===== src/rtl/demux_pkg.sv =====
// demux_pkg: shared widths and lane state encodings for demux16_buf
package demux_pkg;
  localparam int WIDTH = 32;
  localparam int LANES = 16;
  localparam int SEL_W = 4;
  typedef enum logic {LANE_EMPTY = 1'b0, LANE_FULL = 1'b1} lane_state_t;
endpackage


===== src/rtl/demux_lane.sv =====
// demux_lane: one holding register with full/empty flag
// Ports: clk, rst_n, wen (accepted write), wdata, ack (consume), flush (clear flag),
//        data (held word), valid (lane full)
module demux_lane
  import demux_pkg::*;
(
  input  logic             clk,
  input  logic             rst_n,
  input  logic             wen,
  input  logic [WIDTH-1:0] wdata,
  input  logic             ack,
  input  logic             flush,
  output logic [WIDTH-1:0] data,
  output logic             valid
);
  lane_state_t state, state_nx;
  // A same-cycle write beats an ack so the lane stays full with the new word.
  always_comb state_nx = flush ? LANE_EMPTY : wen ? LANE_FULL : ack ? LANE_EMPTY : state;
  always_ff @(posedge clk or negedge rst_n)
    if (!rst_n) begin
      state <= LANE_EMPTY;
      data  <= '0;
    end else begin
      state <= state_nx;
      if (wen) data <= wdata;
    end
  assign valid = (state == LANE_FULL);
endmodule


===== src/rtl/demux16_buf.sv =====
// demux16_buf: steer a valid/ready write stream into 16 acked lane holding registers
// Ports: clk, rst_n, iData/iSel/iValid/oReady (write handshake), iFlush (clear all flags),
//        iAck (per-lane consume), oData (lane k at [32k+31:32k]), oValid, oAcceptCnt
module demux16_buf
  import demux_pkg::*;
(
  input  logic                   clk,
  input  logic                   rst_n,
  input  logic [WIDTH-1:0]       iData,
  input  logic [SEL_W-1:0]       iSel,
  input  logic                   iValid,
  output logic                   oReady,
  input  logic                   iFlush,
  input  logic [LANES-1:0]       iAck,
  output logic [WIDTH*LANES-1:0] oData,
  output logic [LANES-1:0]       oValid,
  output logic [15:0]            oAcceptCnt
);
  logic             accept;
  logic [LANES-1:0] wen;
  // A full lane frees up this cycle if its consumer acks it.
  assign oReady = !iFlush && (!oValid[iSel] || iAck[iSel]);
  assign accept = iValid && oReady;
  assign wen    = accept ? (LANES'(1) << iSel) : '0;
  always_ff @(posedge clk or negedge rst_n)
    if (!rst_n) oAcceptCnt <= '0;
    else if (accept) oAcceptCnt <= oAcceptCnt + 16'd1;
  for (genvar g = 0; g < LANES; g++) begin : g_lane
    demux_lane u_lane (
      .clk   (clk),
      .rst_n (rst_n),
      .wen   (wen[g]),
      .wdata (iData),
      .ack   (iAck[g]),
      .flush (iFlush),
      .data  (oData[WIDTH*g +: WIDTH]),
      .valid (oValid[g])
    );
  end
endmodule


===== config.mk =====
export PLATFORM = sky130hd
export DESIGN_NAME = demux16_buf
export DESIGN_NICKNAME = d
export VERILOG_FILES = /design/src/rtl/demux_pkg.sv /design/src/rtl/demux_lane.sv /design/src/rtl/demux16_buf.sv
export SDC_FILE = /design/constraint.sdc
export NUM_CORES = 1
export LEC_CHECK = 0
export ABC_AREA = 1
export CAP_MARGIN = 40
export CORE_AREA = 2 2 236 238
export CTS_BUF_LIST = sky130_fd_sc_hd__clkbuf_8
export CTS_CLUSTER_SIZE = 10
export DETAILED_ROUTE_END_ITERATION = 16
export DIE_AREA = 0 0 238 240
export GPL_TIMING_DRIVEN = 0
export HOLD_SLACK_MARGIN = 0.03
export PLACE_DENSITY = 0.71
export SETUP_SLACK_MARGIN = 0.15
export SKIP_LAST_GASP = 1
export SLEW_MARGIN = 40
export SYNTH_ARGS = -nofsm -noshare
export SYNTH_HDL_FRONTEND = slang
export SYNTH_HIERARCHICAL = 1
export SYNTH_SLANG_ARGS = --single-unit
export TNS_END_PERCENT = 5

===== constraint.sdc =====
create_clock -name clk -period 6.11 [get_ports clk]
set_clock_uncertainty 0.2 [all_clocks]
set_input_delay 0.9165 -clock clk [delete_from_list [all_inputs] [get_ports clk]]
set_output_delay 0.9165 -clock clk [all_outputs]
set_load 0.02 [all_outputs]

==> impl_metrics.xml <==
<?xml version="1.0" encoding="UTF-8"?>
<metrics>
  <group name="run_status">
    <metric name="outcome" unit="">completed</metric>
  </group>
  <group name="clocking">
    <metric name="cts.path.max_buffers" unit="">3</metric>
    <metric name="tritoncts_buffer_count" unit="">95</metric>
    <metric name="cts_post_setup_buffers_inserted" unit="">0</metric>
    <metric name="clkSlewWorstSetupHoldPaths" unit="ns">0.05</metric>
    <metric name="ctsRootBufferMaster" unit="">clkbuf_8</metric>
    <metric name="insertion_delay" unit="ns">0.68</metric>
    <metric name="cts_tree" unit="">yes</metric>
    <metric name="cts_max_level" unit="">3</metric>
    <metric name="clock-sinks" unit="">544</metric>
  </group>
  <group name="power_and_ir_drop">
    <metric name="max_vdd_drop" unit="µV">261</metric>
    <metric name="total_leakage_power" unit="nW">16.2</metric>
    <metric name="power_per_cell_area" unit="mW/mm²">354</metric>
  </group>
  <group name="die">
    <metric name="dieArea" unit="mm²">0.0571</metric>
    <metric name="design.core.area" unit="mm²">0.0547</metric>
    <metric name="core.rowCount" unit="">86</metric>
    <metric name="initial_core_util" unit="%">42.0</metric>
    <metric name="floorplan.die.height" unit="µm">240</metric>
    <metric name="fp.dieW" unit="µm">238</metric>
    <metric name="io_pins" unit="">601</metric>
  </group>
  <group name="synthesis">
    <metric name="post_synth_main_area_contributors" unit="">dfrtp_1 (59%), nand2_1 (24%), nand2_2 (5.8%)</metric>
    <metric name="synthesis.area" unit="mm²">0.0230</metric>
    <metric name="seq_area_frac_synth" unit="%">59.3</metric>
    <metric name="synth_top_area_cell" unit="">dfrtp_1</metric>
    <metric name="synth_cell_type_count" unit="">29</metric>
    <metric name="synthesis.instances" unit="">2469</metric>
    <metric name="synth_top_area_share" unit="%">59.3</metric>
    <metric name="synth_seq_cells" unit="">544</metric>
    <metric name="post_synth_net_total" unit="">2526</metric>
    <metric name="syn-mean-instance-area" unit="µm²">9.30</metric>
    <metric name="synth.yosys.warnings" unit="">6</metric>
  </group>
  <group name="place">
    <metric name="detailedPlace.worstSlack" unit="ns">1.68</metric>
    <metric name="numPortBuffers" unit="">597</metric>
    <metric name="place.gp.congestion" unit="">0.867</metric>
    <metric name="dp_hpwl" unit="µm">59600</metric>
  </group>
  <group name="critical_path">
    <metric name="worst_ep_arrival_time" unit="ns">3.38</metric>
    <metric name="setup.worst_path.end_class" unit="">primary output</metric>
    <metric name="path_class" unit="">in -&gt; out</metric>
    <metric name="worst_r2r_path_depth" unit="">15</metric>
    <metric name="cp_data_required_time" unit="ns">4.99</metric>
    <metric name="regToRegStartpoint" unit="">g_lane[9].u_lane/valid$_DFFE_PN0P_</metric>
    <metric name="crit_fanout" unit="">10</metric>
    <metric name="worst_setup_path_start_kind" unit="">primary input</metric>
    <metric name="r2r-end" unit="">g_lane[13].u_lane/data[28]$_DFFE_PN0P_</metric>
    <metric name="regToRegSetupSlack" unit="ns">3.64</metric>
  </group>
  <group name="detailed_routing">
    <metric name="antenna_left" unit="">0</metric>
    <metric name="via_count" unit="">19200</metric>
    <metric name="drcViolationCount" unit="">0</metric>
    <metric name="post_drt_via_cell_ratio" unit="">4.88</metric>
    <metric name="drt-initial-drc-count" unit="">1189</metric>
    <metric name="drtPass1Iterations" unit="">5</metric>
    <metric name="routedWlPerCell" unit="µm">21.4</metric>
    <metric name="routed_wirelength" unit="µm">84500</metric>
  </group>
  <group name="timing">
    <metric name="final_min_period_over_clock_period" unit="%">73.5</metric>
    <metric name="min_period" unit="ns">4.49</metric>
    <metric name="worst_slew_margin_rel" unit="%">59.5</metric>
    <metric name="final_critical_path_setup_slack" unit="ns">1.62</metric>
    <metric name="final-setup-viol-count" unit="">0</metric>
    <metric name="unrepaired_setup_endpoints_after_global_routing" unit="">no</metric>
    <metric name="final-hold-violation-count" unit="">0</metric>
    <metric name="final-max-slew-violation-count" unit="">0</metric>
    <metric name="setup_total_negative_slack" unit="ns">0</metric>
    <metric name="tightest_slew" unit="ns">0.607</metric>
    <metric name="max_freq" unit="MHz">223</metric>
  </group>
  <group name="global_route">
    <metric name="antenna_violations_before_repair" unit="">2</metric>
    <metric name="via_count_of_the_first_global_routing_pass" unit="">19000</metric>
    <metric name="grt_max_degree" unit="">77</metric>
    <metric name="grt_remaining_overflow" unit="">0</metric>
    <metric name="wire_length_of_the_first_global_routing_pass" unit="µm">123000</metric>
    <metric name="grtUsageTotal" unit="%">29.2</metric>
  </group>
  <group name="finish">
    <metric name="layout-drive-gt1-share" unit="%">16.8</metric>
    <metric name="filler_cell_count" unit="">4639</metric>
    <metric name="area_growth_syn_to_layout" unit="%">38.2</metric>
    <metric name="insertedDiodeCount" unit="">0</metric>
    <metric name="final_nets" unit="">3228</metric>
  </group>
  <group name="worst_hold_path">
    <metric name="worstHoldPathType" unit="">reg -&gt; reg</metric>
    <metric name="min_path_cells" unit="">2</metric>
    <metric name="timing.hold.worst_endpoint" unit="">g_lane[8].u_lane/data[19]$_DFFE_PN0P_</metric>
    <metric name="hp-start" unit="">g_lane[8].u_lane/data[19]$_DFFE_PN0P_</metric>
  </group>
  <group name="flow_run">
    <metric name="drv.max_cap_violation_count" unit="">0</metric>
  </group>
</metrics>
==> sequential cells by signal, indices dropped and copies added, names as in the netlist <==
signal and flops:
oAcceptCnt 16, g_lane.u_lane/valid 16, g_lane.u_lane/data 512
==> through the flow <==
| step | hold slack [ns] | std cells | utilization [%] | power (mW) | cell area, µm² |
|---|---|---|---|---|---|
| 2_1_floorplan | 0.376 | 2469 | - | 6.07 | 23000 |
| 3_3_place_gp | 0.254 | 3770 | 54.5 | 7.93 | 29800 |
| 3_5_place_dp | 0.257 | 3777 | 54.6 | 7.98 | 29800 |
| 4_1_cts | 0.271 | 3943 | 58.1 | 11.3 | 31700 |
| 5_1_grt | 0.283 | 3943 | 58.1 | 11.7 | 31700 |
| 6_report | 0.267 | 3943 | 58.1 | 11.2 | 31700 |
==> power breakdown <==
part	internal, mW	switching [mW]
sequential	4.25	0.430
combinational	1.41	1.84
clock	1.80	1.52
==> timing repair <==
action | in CTS | in global routing
gates resized for setup | 0 | 0
endpoints found under the hold margin | 50 | 0
endpoints found under the setup margin | 0 | 0
hold buffers | 1 | 0
==> synth_stat cells (all sizes together) <==
cell and instances:
dfrtp 544, nand4 21, clkbuf 48, nor3 4, xnor2 7, buf 73
nand3 15, a21oi 18, xor2 7, inv 42, nor2 34, clkinv 1
and2 1, nand2 1653, ha 1
==> area by class of cell <==
cell class / instances / area, µm² / area share (%)
inverter: 43 / 290 / 0.915
tap: 704 / 881 / 2.78
clock buffer: 116 / 1600 / 5.03
sequential: 544 / 13600 / 42.9
multi-input combinational: 1761 / 7440 / 23.5
buffer: 121 / 1610 / 5.07
clock inverter: 49 / 284 / 0.895
timing repair buffer: 605 / 6020 / 19.0
==> critical path: stages <==
cell             delay (ns)
clkdlybuf4s50_1        0.71
inv_1                  0.27
nand3_1                0.15
nor2_1                 0.05
nand2_2                0.05
nand2_2                0.11
a21oi_4                0.19
buf_8                  0.17
and2_1                 0.15
clkdlybuf4s50_1        0.61
==> worst max path at each step <==
stage	startpoint	to	slack [ns]
after detailed placement	iSel[2]	oReady	1.68
after CTS	iSel[2]	oReady	1.67
after global routing	iSel[2]	oReady	1.51
after global placement	rst_n	g_lane[14].u_lane/data[0]$_DFFE_PN0P_	-19.78
after floorplan	iSel[1]	oReady	3.00
final	iSel[2]	oReady	1.62
==> kinds of logic after synthesis <==
logic type,count (synthesis),synth area share (%)
AND/OR/NAND/NOR,1728,31.4
XOR/XNOR,14,0.534
AO/OA/AOI/OAI,18,0.442
flip-flops,544,59.3
buffers and inverters,164,8.28
adder cells (fa/ha/maj),1,0.0545
==> placed cells by master, fill, tap and decap left out <==
| cell type | n |
|---|---|
| nand4_4 | 2 |
| nand2_1 | 1438 |
| nand4_1 | 19 |
| clkinv_2 | 12 |
| inv_1 | 55 |
| xor2_1 | 7 |
| a21oi_1 | 17 |
| buf_8 | 2 |
| nor3_1 | 4 |
| clkbuf_8 | 164 |
| inv_6 | 3 |
| buf_4 | 1 |
| dfrtp_1 | 544 |
| clkinv_8 | 1 |
| nor2_1 | 24 |
| clkdlybuf4s50_1 | 563 |
| bufinv_16 | 2 |
| and2_1 | 1 |
| inv_4 | 1 |
| buf_2 | 35 |
| nand2_4 | 2 |
| nor2_8 | 2 |
| buf_6 | 53 |
| inv_8 | 17 |
| buf_16 | 7 |
| nand2_2 | 213 |
| buf_12 | 16 |
| nand3_1 | 13 |
| dlygate4sd3_1 | 1 |
| ha_1 | 1 |
| a21oi_4 | 1 |
| clkinvlp_4 | 1 |
| xnor2_1 | 7 |
| nand3_2 | 2 |
| nor2_2 | 8 |
==> metal layers <==
| layer | track usage, % | vias to the layer above | wire length [µm] |
|---|---|---|---|
| met5 | 0 | - | 30 |
| met4 | 12.0 | 4 | 3120 |
| met3 | 9.06 | 172 | 7720 |
| met2 | 47.9 | 806 | 40500 |
| met1 | 36.1 | 9387 | 33100 |
| li1 | - | 8871 | - |
No activity file was read; power rests on OpenSTA's default activity.
